### config.mk
export PLATFORM = sky130hd
export DESIGN_NAME = eig_sequencer
export DESIGN_NICKNAME = d
export VERILOG_FILES = /design/src/rtl/eig_sequencer.sv
export SDC_FILE = /design/constraint.sdc
export NUM_CORES = 1
export LEC_CHECK = 0
export ABC_AREA = 0
export BUFFER_PORTS_ARGS = -buffer_cell sky130_fd_sc_hd__buf_2
export CORE_UTILIZATION = 60
export DETAILED_ROUTE_END_ITERATION = 7
export PLACE_DENSITY = 0.91
export SYNTH_ARGS = -nofsm -noshare
export SYNTH_HDL_FRONTEND = slang
export SYNTH_SLANG_ARGS = --single-unit
### constraint.sdc
create_clock -name clk -period 4.4 [get_ports clk]
set_clock_uncertainty 0.1 [all_clocks]
set_input_delay 1.32 -clock clk [delete_from_list [all_inputs] [get_ports clk]]
set_output_delay 1.32 -clock clk [all_outputs]
set_load 0.01 [all_outputs]
### src/rtl/eig_sequencer.sv
// eig_sequencer: central controller of the eigenvalue pipeline.
// Accepts a parameter set, starts the eigen core, waits for its result,
// then starts the output loader. A per-phase watchdog turns a stalled
// core or output loader into a sticky fault.
//
// Optional build macro EIG_SEQ_RETRY_EN: the first watchdog expiry of a
// run while waiting on the core re-issues core_start instead of faulting.
// Without it, every expiry goes straight to FAULT.
module eig_sequencer #(
   parameter logic [15:0] TIMEOUT = 16'd4000,
   parameter int unsigned CNT_W   = 8
) (
   input  logic             clk,
   input  logic             rst_n,
   input  logic             ena,
   input  logic             prm_valid,
   output logic             prm_ready,
   output logic             core_start,
   input  logic             core_busy,
   input  logic             core_done,
   output logic             ol_start,
   input  logic             ol_busy,
   output logic             timeout,
   output logic             overrun,
   output logic [2:0]       seq_state,
   output logic [CNT_W-1:0] run_count
);

   typedef enum logic [2:0] {
      IDLE      = 3'd0,
      START     = 3'd1,
      WAIT_CORE = 3'd2,
      EMIT      = 3'd3,
      WAIT_OL   = 3'd4,
      FAULT     = 3'd5
   } state_t;

   state_t           state_q;
   state_t           state_d;
   logic [15:0]      wd_q;
   logic [15:0]      wd_d;
   logic             wd_expired;
   logic [CNT_W-1:0] run_d;
   logic             timeout_d;
   logic             overrun_d;
   logic             prm_ready_d;
   logic             core_start_d;
   logic             ol_start_d;

`ifdef EIG_SEQ_RETRY_EN
   // Set once the core has been restarted in the current run.
   logic             retry_q;
   logic             retry_d;
`endif

   // The state register is itself the debug view of the sequencer.
   assign seq_state = state_q;

   // Next-state, watchdog and registered-output decode.
   always_comb begin
      state_d      = state_q;
      wd_d         = wd_q;
      run_d        = run_count;
      timeout_d    = timeout;
      overrun_d    = overrun;
      core_start_d = 1'b0;
      ol_start_d   = 1'b0;
`ifdef EIG_SEQ_RETRY_EN
      retry_d      = retry_q;
`endif
      // Expiry is evaluated on the last allowed cycle of a wait phase, so an
      // exit condition seen on that same cycle still wins.
      wd_expired   = (wd_q == (TIMEOUT - 16'd1));

      if (ena) begin
         // A request outside IDLE is dropped but remembered.
         if (prm_valid && (state_q != IDLE)) begin
            overrun_d = 1'b1;
         end

         case (state_q)
            IDLE: begin
               if (prm_valid) begin
                  state_d   = START;
                  timeout_d = 1'b0;
                  overrun_d = 1'b0;
               end
            end

            START: begin
               state_d = WAIT_CORE;
            end

            WAIT_CORE: begin
               if (core_done) begin
                  state_d = EMIT;
               end else if (wd_expired) begin
`ifdef EIG_SEQ_RETRY_EN
                  if (!retry_q) begin
                     state_d = START;
                     retry_d = 1'b1;
                  end else begin
                     state_d = FAULT;
                  end
`else
                  state_d = FAULT;
`endif
               end
            end

            EMIT: begin
               if (!ol_busy) begin
                  state_d    = WAIT_OL;
                  ol_start_d = 1'b1;
               end else if (wd_expired) begin
                  state_d = FAULT;
               end
            end

            WAIT_OL: begin
               // The first WAIT_OL cycle (watchdog still 0) is a guard: the
               // loader has not had time to raise ol_busy after ol_start.
               if ((wd_q != 16'd0) && !ol_busy) begin
                  state_d = IDLE;
                  run_d   = run_count + CNT_W'(1);
               end else if (wd_expired) begin
                  state_d = FAULT;
               end
            end

            FAULT: begin
               // Only leave once both downstream blocks have gone quiet.
               if (!core_busy && !ol_busy) begin
                  state_d = IDLE;
               end
            end

            default: begin
               state_d = IDLE;
            end
         endcase

         // Watchdog restarts on every phase change and only runs while waiting.
         if (state_d != state_q) begin
            wd_d = 16'd0;
         end else if (state_q inside {WAIT_CORE, EMIT, WAIT_OL}) begin
            wd_d = wd_q + 16'd1;
         end

         if (state_d == START) begin
            core_start_d = 1'b1;
         end

         if (state_d == FAULT) begin
            timeout_d = 1'b1;
         end

`ifdef EIG_SEQ_RETRY_EN
         if (state_d == IDLE) begin
            retry_d = 1'b0;
         end
`endif
      end

      prm_ready_d = (state_d == IDLE);
   end

   // State and watchdog registers.
   always_ff @(posedge clk or negedge rst_n) begin
      if (!rst_n) begin
         state_q <= IDLE;
         wd_q    <= 16'd0;
      end else begin
         state_q <= state_d;
         wd_q    <= wd_d;
      end
   end

   // Registered outputs: strobes, sticky flags and the run counter.
   always_ff @(posedge clk or negedge rst_n) begin
      if (!rst_n) begin
         prm_ready  <= 1'b1;
         core_start <= 1'b0;
         ol_start   <= 1'b0;
         timeout    <= 1'b0;
         overrun    <= 1'b0;
         run_count  <= '0;
      end else begin
         prm_ready  <= prm_ready_d;
         core_start <= core_start_d;
         ol_start   <= ol_start_d;
         timeout    <= timeout_d;
         overrun    <= overrun_d;
         run_count  <= run_d;
      end
   end

`ifdef EIG_SEQ_RETRY_EN
   // Per-run retry marker.
   always_ff @(posedge clk or negedge rst_n) begin
      if (!rst_n) begin
         retry_q <= 1'b0;
      end else begin
         retry_q <= retry_d;
      end
   end
`endif

endmodule

==> results.py, run 1 <==
metrics = {
    "flow_run": {
        "max_cap_viol_count": 0,
    },
    "global_routing": {
        "grt_pass1_wl_um": 7660,
        "use_met1": 0.391,
        "antenna_found_initial": 0,
        "grt_max_degree": 33,
        "grtUsageMet3": 0.0693,
        "top_usage_layer": "met2",
        "track_usage": 0.290,
        "use_met2": 0.449,
        "gr-total-overflow": 0,
        "grt_pass1_vias": 1607,
    },
    "power": {
        "ir_drop_uv": 323,
        "p_leak_nw": 0.938,
        "power_mw": 1.05,
        "p_per_area_nw_per_um2": 482,
    },
    "timing": {
        "drv_slew": 0,
        "tns_ns": 0,
        "max_slew_margin": 0.526,
        "max_freq_mhz": 329,
        "setup_viol": 0,
        "period_needed_ns": 3.04,
        "hold_viol": 0,
        "period_share": 0.691,
        "rsz0062_at_grt": "false",
        "worst_pin_slew_ns": 0.712,
    },
    "synthesis": {
        "syn_nets": 226,
        "synth_largest_area_cell": "dfrtp_1",
        "synthArstFlopShare": 1.00,
        "synth.most_common_cell": "dfrtp_1",
        "syn_avg_cell_area_um2": 9.24,
        "synth_seq_cells": 32,
        "ys_seq_area_frac": 0.402,
        "synthTopCellsByArea": "dfrtp_1 (39%), nand4_1 (5.0%), nand2_1 (4.3%)",
        "ys_dominant_reg_cell": "dfrtp_1",
        "synth.distinct_cells": 53,
        "synthTopCellsByCount": "dfrtp_1 (31), nand2_1 (23), nand4_1 (16)",
        "synth_edf_count": 0,
        "yosys.area.top_type_share": 0.388,
        "postSynthCellCount": 216,
        "yosysWarnings": 0,
        "mappedNetlistArea_um2": 2000,
    },
    "floorplan": {
        "initial_core_util": 0.644,
        "core_um2": 3100,
        "io_pins": 23,
        "die_h_um": 59.7,
        "fp-row-count": 20,
        "fp.dieW_um": 59.7,
        "design.die.area_um2": 3560,
    },
    "critical_path": {
        "arrival_ns": 3.17,
        "required_ns": 4.53,
        "path_class": "input port to flop",
        "worstSetupEndpointType": "flop",
        "path_cells": "buf_2 > nor2b_1 > a21boi_0 > a211oi_4 > nand3_2 > o311ai_1",
        "start_kind": "input port",
        "cpLargestDelayFamily": "compound AO/OA/AOI/OAI gates",
        "slowest_stage": "a211oi_4",
        "path_max_fanout": 12,
        "critical_path.max_stage_delay_ns": 0.51,
        "crit_buf_inv": 1,
    },
    "layout": {
        "antenna_cells": 0,
        "nFillCells": 263,
        "multiInputGateArea_um2": 1100,
        "fin_cells": 281,
        "seqCellArea_um2": 802,
        "area_growth_pct": 9.46,
        "drive_gt1_frac": 0.186,
        "fin_nets": 246,
    },
    "detailed_routing": {
        "wl_per_cell_um": 16.6,
        "ant_nets": 0,
        "wl_um": 4670,
        "drtPass1Iterations": 5,
        "vias_per_cell": 6.63,
        "initialDrtViolationCount": 151,
        "drc_errors": 0,
        "dr_total_vias": 1863,
    },
    "cts": {
        "cts.root.buffer_cell": "clkbuf_4",
        "cts_hold_buf": 0,
        "clk_pin_slew_ns": 0.09,
        "htree_levels": 2,
        "cts_buffers": 5,
        "clock_latency_ns": 0.34,
        "postCtsSetupBuffers": 0,
        "clockBufferDepth": 2,
        "cts_resized": 0,
        "cts_tree": "built",
        "cts_sinks": 32,
    },
    "place": {
        "dpl.hpwl_um": 3240,
        "placed_cells": 273,
        "gp_congestion": 0.983,
        "portBuffers": 22,
    },
    "run_status": {
        "status": "completed",
    },
    "worst_hold_path": {
        "hp-class": "flop to flop",
    },
}
worst reg2reg max path: stages (launching register included):
cell	delay (ns)
dfrtp_1	0.41
inv_1	0.10
ha_1	0.15
nor4b_1	0.43
a41oi_1	0.28
o211a_2	0.22
a211oi_4	0.39
nand3_2	0.39
o311ai_1	0.38
state kept, by name, summed over array words and instances, names as in the netlist, named ones only:
register,count
core_start,1
ol_start,1
prm_ready,1
run_count,8
seq_state,3
timeout,1
wd_q,16
through the flow:
| step | setup WS [ns] | instance area [µm²] | hold WS [ns] | util |
|---|---|---|---|---|
| finish | 1.36 | 2190 | 0.371 | 0.704 |
| floorplan | 1.62 | 2000 | 0.408 | - |
| detailed placement | 1.04 | 2120 | 0.361 | 0.685 |
| global placement | 1.15 | 2120 | 0.356 | 0.685 |
| CTS | 1.39 | 2190 | 0.379 | 0.704 |
| global route | 1.21 | 2190 | 0.407 | 0.704 |
routing by layer:
| layer | up-vias | wire (µm) |
|---|---|---|
| li1 | 864 | - |
| met1 | 890 | 2000 |
| met2 | 97 | 2210 |
| met3 | 12 | 367 |
| met4 | 0 | 97 |
| met5 | - | 0 |
final timing paths:
| kind | start | to | slack (ns) | depth (start not counted) |
|---|---|---|---|---|
| worst max-delay path | core_done | wd_q[13]$_DFFE_PN0P_ | 1.36 | 6 |
| worst min-delay path | run_count[7]$_DFFE_PN0P_ | run_count[7]$_DFFE_PN0P_ | 0.37 | 1 |
| worst max register to register | wd_q[0]$_DFFE_PN0P_ | wd_q[13]$_DFFE_PN0P_ | 1.44 | 8 |
| worst min register to register | run_count[7]$_DFFE_PN0P_ | run_count[7]$_DFFE_PN0P_ | 0.37 | 1 |
| max in group asynchronous | rst_n | run_count[1]$_DFFE_PN0P_ | 2.82 | 1 |
| min in group asynchronous | rst_n | wd_q[10]$_DFFE_PN0P_ | 0.92 | 1 |
power by group:
part           internal, mW  switching (mW)
logic                 0.173           0.290
clock network        0.0759           0.103
registers             0.340          0.0721
total                 0.589           0.465
final cells by class:
type / count / share of cell area
clock buffers: 6 / 0.0235
multi-input cells: 162 / 0.504
inverters: 11 / 0.0189
flip-flops and latches: 32 / 0.367
well taps: 44 / 0.0252
clock inverters: 2 / 0.00458
repair buffers: 24 / 0.0572
cell usage in the layout, fill, tap and decap left out, drive strengths merged, types with 5 or more instances in the layout:
cell type,synthesis,routed
o22ai,7,7
nand3,13,13
a21oi,8,8
nand2,23,23
o31ai,5,5
nand4,16,16
clkbuf,7,6
xnor2,6,6
inv,11,11
o311ai,6,6
a31oi,7,7
dfrtp,31,31
nor2,11,11
buf,4,24
cell families after synthesis:
logic type	synth area share
AOI/OAI and AO/OA	0.226
xor gates and xnor gates	0.0307
adders and majority gates	0.0188
buffers and inverters	0.0470
DFF	0.402
muxes	0.0207
and+or+nand+nor	0.255
Note: power is estimated with default switching activity, not from simulation.
==> run 2: changes to the inputs <==
--- a/config.mk
+++ b/config.mk
@@ -7,9 +7,9 @@
 export LEC_CHECK = 0
 export ABC_AREA = 0
 export BUFFER_PORTS_ARGS = -buffer_cell sky130_fd_sc_hd__buf_2
-export CORE_UTILIZATION = 60
+export CORE_UTILIZATION = 52
 export DETAILED_ROUTE_END_ITERATION = 7
-export PLACE_DENSITY = 0.91
+export PLACE_DENSITY = 0.84
 export SYNTH_ARGS = -nofsm -noshare
 export SYNTH_HDL_FRONTEND = slang
 export SYNTH_SLANG_ARGS = --single-unit
==> constraint.sdc (replaced) <==
create_clock -name clk -period 2.73 [get_ports clk]
set_clock_uncertainty 0.1 [all_clocks]
set_input_delay 0.819 -clock clk [delete_from_list [all_inputs] [get_ports clk]]
set_output_delay 0.819 -clock clk [all_outputs]
set_load 0.01 [all_outputs]
==> run 2 against run 1 <==
Net effect: power increased by 70%; highest routed layer unchanged; critical path depth is 2 higher; global-route usage shrank 5.6 points; register-to-register slack got worse by 1.2 ns; largest power group unchanged; first-iteration DRC count fell by 28%; sequential power is 58% higher.
==> results.py, run 2 (synthesized netlist as in run 1, its figures left out) <==
metrics = {
    "timing": {
        "worst_pin_slew_ns": 0.684,
        "drv_slew": 0,
        "hold_ws_ns": 0.393,
        "tns_ns": 0,
        "hold_viol": 0,
        "max_freq_mhz": 396,
        "setup_viol": 0,
        "period_needed_ns": 2.53,
        "period_share": 0.926,
        "rsz0062_at_grt": "false",
        "max_slew_margin": 0.544,
    },
    "cts": {
        "cts.root.buffer_cell": "clkbuf_8",
        "cts_buffers": 5,
        "cts_tree": "built",
        "clock_latency_ns": 0.28,
        "clockBufferDepth": 2,
        "clk_pin_slew_ns": 0.06,
        "cts_resized": 0,
        "cts_sinks": 32,
        "cts_hold_buf": 0,
        "htree_levels": 2,
        "postCtsSetupBuffers": 0,
    },
    "layout": {
        "fin_nets": 252,
        "antenna_cells": 0,
        "final_cell_mix": "dfrtp_1 (31), nand2_1 (23), buf_2 (22), nand4_1 (16), nand3_1 (12)",
        "seqCellArea_um2": 802,
        "drive_gt1_frac": 0.206,
        "fin_util": 0.622,
        "largest_reg_flops": 16,
        "final_common_cell": "dfrtp_1",
        "regMostFlops": "wd_q",
        "multiInputGateArea_um2": 1120,
        "nFillCells": 309,
        "area_growth_pct": 14.0,
    },
    "detailed_routing": {
        "drtPass1Iterations": 4,
        "initialDrtViolationCount": 108,
        "ant_nets": 0,
        "vias_per_cell": 6.29,
        "wl_um": 4530,
        "dr_total_vias": 1831,
        "wl_per_cell_um": 15.6,
        "drc_errors": 0,
    },
    "power": {
        "p_leak_nw": 0.987,
        "p_per_area_nw_per_um2": 786,
        "ir_drop_uv": 598,
        "power_mw": 1.79,
    },
    "global_routing": {
        "antenna_found_initial": 0,
        "gr-total-overflow": 0,
        "grt_max_degree": 33,
        "grt_pass1_wl_um": 7380,
        "grt_pass1_vias": 1558,
        "track_usage": 0.234,
    },
    "critical_path": {
        "start_kind": "flop",
        "arrival_ns": 2.60,
        "path_class": "flop to flop",
        "worstSetupEndpointType": "flop",
        "required_ns": 2.80,
        "path_max_fanout": 12,
    },
    "floorplan": {
        "design.die.area_um2": 4090,
        "core_um2": 3660,
        "die_h_um": 64.0,
        "io_pins": 23,
        "fp.dieW_um": 64.0,
        "fp-row-count": 22,
        "initial_core_util": 0.545,
    },
    "flow_run": {
        "max_cap_viol_count": 0,
    },
    "place": {
        "dpl.hpwl_um": 3300,
        "gp_congestion": 1.02,
        "portBuffers": 22,
    },
    "worst_hold_path": {
        "hp-class": "flop to flop",
    },
    "run_status": {
        "status": "completed",
    },
}
-- run 2: final timing paths --
path,from,end,slack [ns],cells after the start
worst max-delay path,wd_q[0]$_DFFE_PN0P_,wd_q[15]$_DFFE_PN0P_,0.20,8
worst min-delay path,run_count[7]$_DFFE_PN0P_,run_count[7]$_DFFE_PN0P_,0.39,1
worst max register to register,wd_q[0]$_DFFE_PN0P_,wd_q[15]$_DFFE_PN0P_,0.20,8
worst min register to register,run_count[7]$_DFFE_PN0P_,run_count[7]$_DFFE_PN0P_,0.39,1
max in group asynchronous,rst_n,wd_q[15]$_DFFE_PN0P_,1.61,1
min in group asynchronous,rst_n,wd_q[7]$_DFFE_PN0P_,0.48,1
-- run 2: worst max-delay path, stage by stage, from the launching register on --
cell,delay (ns)
dfrtp_1,0.40
inv_1,0.10
ha_1,0.19
nor4b_4,0.24
a41oi_1,0.25
o211a_2,0.23
a211oi_4,0.20
nand3_2,0.34
o311ai_1,0.38
-- run 2: per-stage QoR --
| stage | setup slack (ns) | instances | instance area, µm² |
|---|---|---|---|
| after floorplan | 0.440 | 216 | 2000 |
| after global placement | 0.271 | 283 | 2170 |
| after detailed placement | 0.150 | 283 | 2170 |
| after CTS | 0.0816 | 291 | 2260 |
| after global routing | 0.0766 | 291 | 2280 |
| final | 0.202 | 291 | 2280 |
-- run 2: area by class of cell --
class,instances,area share
multi-input combinational,162,0.493
clock buffer,7,0.0335
clock inverter,1,0.00220
inverter,11,0.0181
sequential,32,0.352
tap,48,0.0264
timing repair buffer,30,0.0748
-- run 2: routing by layer --
metal	share of wire	routed length (µm)	vias to the layer above	track usage
met5	0	0	-	0
met4	0.018	80	0	0.0909
met3	0.050	228	9	0.0518
met2	0.46	2100	65	0.343
met1	0.47	2120	886	0.334
li1	-	-	871	-
-- run 2: power by group --
| group | internal [mW] | leakage (nW) | switching, mW | total [mW] |
|---|---|---|---|---|
| clock network | 0.179 | 0.0422 | 0.162 | 0.341 |
| logic | 0.313 | 0.515 | 0.485 | 0.798 |
| registers | 0.549 | 0.429 | 0.101 | 0.650 |
==> run 3: changes to the inputs <==
--- a/config.mk
+++ b/config.mk
@@ -9,7 +9,7 @@
 export BUFFER_PORTS_ARGS = -buffer_cell sky130_fd_sc_hd__buf_2
 export CORE_UTILIZATION = 52
 export DETAILED_ROUTE_END_ITERATION = 7
-export PLACE_DENSITY = 0.84
+export PLACE_DENSITY = 0.8
 export SYNTH_ARGS = -nofsm -noshare
 export SYNTH_HDL_FRONTEND = slang
 export SYNTH_SLANG_ARGS = --single-unit
==> run 3 against run 2 <==
Net effect: global-route usage rose by 1.8 points; combinational power decreased by 1%; cell count rose by 0.69%; first-iteration DRC count decreased by 4.6%; non-clock buffer count rose by 2; critical path type unchanged; largest cell class unchanged.
==> results.py, run 3 (synthesized netlist as in run 1, its figures left out) <==
metrics = {
    "floorplan": {
        "initial_core_util": 0.545,
        "core_um2": 3660,
        "die_h_um": 64.0,
        "fp-row-count": 22,
        "io_pins": 23,
        "fp.dieW_um": 64.0,
        "design.die.area_um2": 4090,
    },
    "detailed_routing": {
        "initialDrtViolationCount": 103,
        "drtPass1Iterations": 4,
        "vias_per_cell": 6.12,
        "dr_total_vias": 1794,
        "wl_um": 4510,
        "wl_per_cell_um": 15.4,
        "drc_errors": 0,
        "ant_nets": 0,
    },
    "run_status": {
        "status": "completed",
    },
    "timing": {
        "max_slew_margin": 0.531,
        "drv_slew": 0,
        "period_share": 0.930,
        "setup_viol": 0,
        "worst_pin_slew_ns": 0.704,
        "rsz0062_at_grt": "true",
        "period_needed_ns": 2.54,
        "tns_ns": 0,
        "hold_viol": 0,
        "max_freq_mhz": 394,
    },
    "critical_path": {
        "r2r_start": "wd_q[0]$_DFFE_PN0P_",
        "required_ns": 2.81,
        "path_class": "flop to flop",
        "r2r_cells": 8,
        "start_kind": "flop",
        "rr_endpoint": "wd_q[13]$_DFFE_PN0P_",
        "arrival_ns": 2.62,
        "rrSetupSlack_ns": 0.19,
        "path_max_fanout": 12,
        "worstSetupEndpointType": "flop",
    },
    "layout": {
        "regMostFlops": "wd_q",
        "multiInputGateArea_um2": 1100,
        "drive_gt1_frac": 0.208,
        "antenna_cells": 0,
        "largest_reg_flops": 16,
        "area_growth_pct": 14.7,
        "fin_util": 0.625,
        "fin_nets": 254,
        "final_common_cell": "dfrtp_1",
        "nFillCells": 313,
        "final_cell_mix": "dfrtp_1 (31), nand2_1 (23), buf_2 (22), nand4_1 (16), nand3_1 (12)",
        "seqCellArea_um2": 802,
    },
    "cts": {
        "cts_buffers": 5,
        "cts_tree": "built",
        "clock_latency_ns": 0.29,
        "htree_levels": 2,
        "postCtsSetupBuffers": 0,
        "cts_sinks": 32,
        "cts_resized": 0,
        "clockBufferDepth": 2,
        "clk_pin_slew_ns": 0.06,
        "cts_hold_buf": 0,
        "cts.root.buffer_cell": "clkbuf_8",
    },
    "worst_hold_path": {
        "worstHoldStart": "run_count[7]$_DFFE_PN0P_",
        "hp-class": "flop to flop",
        "holdPathEnd": "run_count[7]$_DFFE_PN0P_",
        "holdPathStages": 1,
    },
    "place": {
        "gp_congestion": 0.921,
        "portBuffers": 22,
        "dpl.hpwl_um": 3230,
    },
    "power": {
        "p_leak_nw": 0.992,
        "ir_drop_uv": 495,
        "p_per_area_nw_per_um2": 800,
    },
    "global_routing": {
        "top_usage_layer": "met2",
        "use_met1": 0.354,
        "grt_pass1_vias": 1685,
        "track_usage": 0.252,
        "grtUsageMet3": 0.0500,
        "grt_pass1_wl_um": 7920,
        "use_met2": 0.376,
        "antenna_found_initial": 0,
        "grt_max_degree": 33,
        "gr-total-overflow": 0,
    },
    "flow_run": {
        "max_cap_viol_count": 0,
    },
}
[run 3: cell count changes in the layout (fill, tap and decap cells not counted), sizes merged]
cell / change
buf: +2
clkinv: -1
clkbuf: +1
[run 3: layout make-up]
class,count,share of cell area
Tap cell,48,0.0262
Timing Repair Buffer,32,0.0809
Inverter,11,0.0180
Sequential cell,32,0.350
Multi-Input combinational cell,162,0.481
Clock buffer,8,0.0437
[run 3: per-layer routing]
metal / vias to the layer above / wire, µm
met2: 52 / 2070
met4: 0 / 93
met3: 8 / 226
met1: 859 / 2110
met5: - / 0
li1: 875 / -
[run 3: critical path: stages (launching register included)]
cell,delay (ns)
dfrtp_1,0.39
inv_1,0.10
ha_1,0.15
nor4b_1,0.32
a41oi_1,0.25
o211a_2,0.22
a211oi_4,0.19
nand3_2,0.32
o311ai_1,0.38
[run 3: worst max path at each step]
| stage | endpoint | depth (start not counted) | startpoint |
|---|---|---|---|
| floorplan | wd_q[10]$_DFFE_PN0P_ | 9 | wd_q[0]$_DFFE_PN0P_ |
| global placement | wd_q[14]$_DFFE_PN0P_ | 9 | wd_q[0]$_DFFE_PN0P_ |
| detailed placement | wd_q[13]$_DFFE_PN0P_ | 6 | ol_busy |
| CTS | wd_q[13]$_DFFE_PN0P_ | 8 | wd_q[0]$_DFFE_PN0P_ |
| global route | wd_q[13]$_DFFE_PN0P_ | 8 | wd_q[0]$_DFFE_PN0P_ |
| finish | wd_q[13]$_DFFE_PN0P_ | 8 | wd_q[0]$_DFFE_PN0P_ |
[run 3: where the power goes]
group	total, mW	switching [mW]	leakage, nW	internal [mW]
clock	0.399	0.169	0.0515	0.230
sequential	0.642	0.0924	0.429	0.549
combinational	0.790	0.486	0.511	0.304
[run 3: through the flow]
step / hold slack (ns) / instance area [µm²] / worst slack [ns] / std cells / power (mW)
finish: 0.366 / 2290 / 0.192 / 293 / 1.83
CTS: 0.371 / 2290 / 0.196 / 293 / 1.83
global placement: 0.356 / 2190 / 0.253 / 285 / 1.42
detailed placement: 0.361 / 2190 / 0.210 / 285 / 1.43
global route: 0.405 / 2290 / -0.00172 / 293 / 1.95
floorplan: 0.408 / 2000 / 0.440 / 216 / 1.20
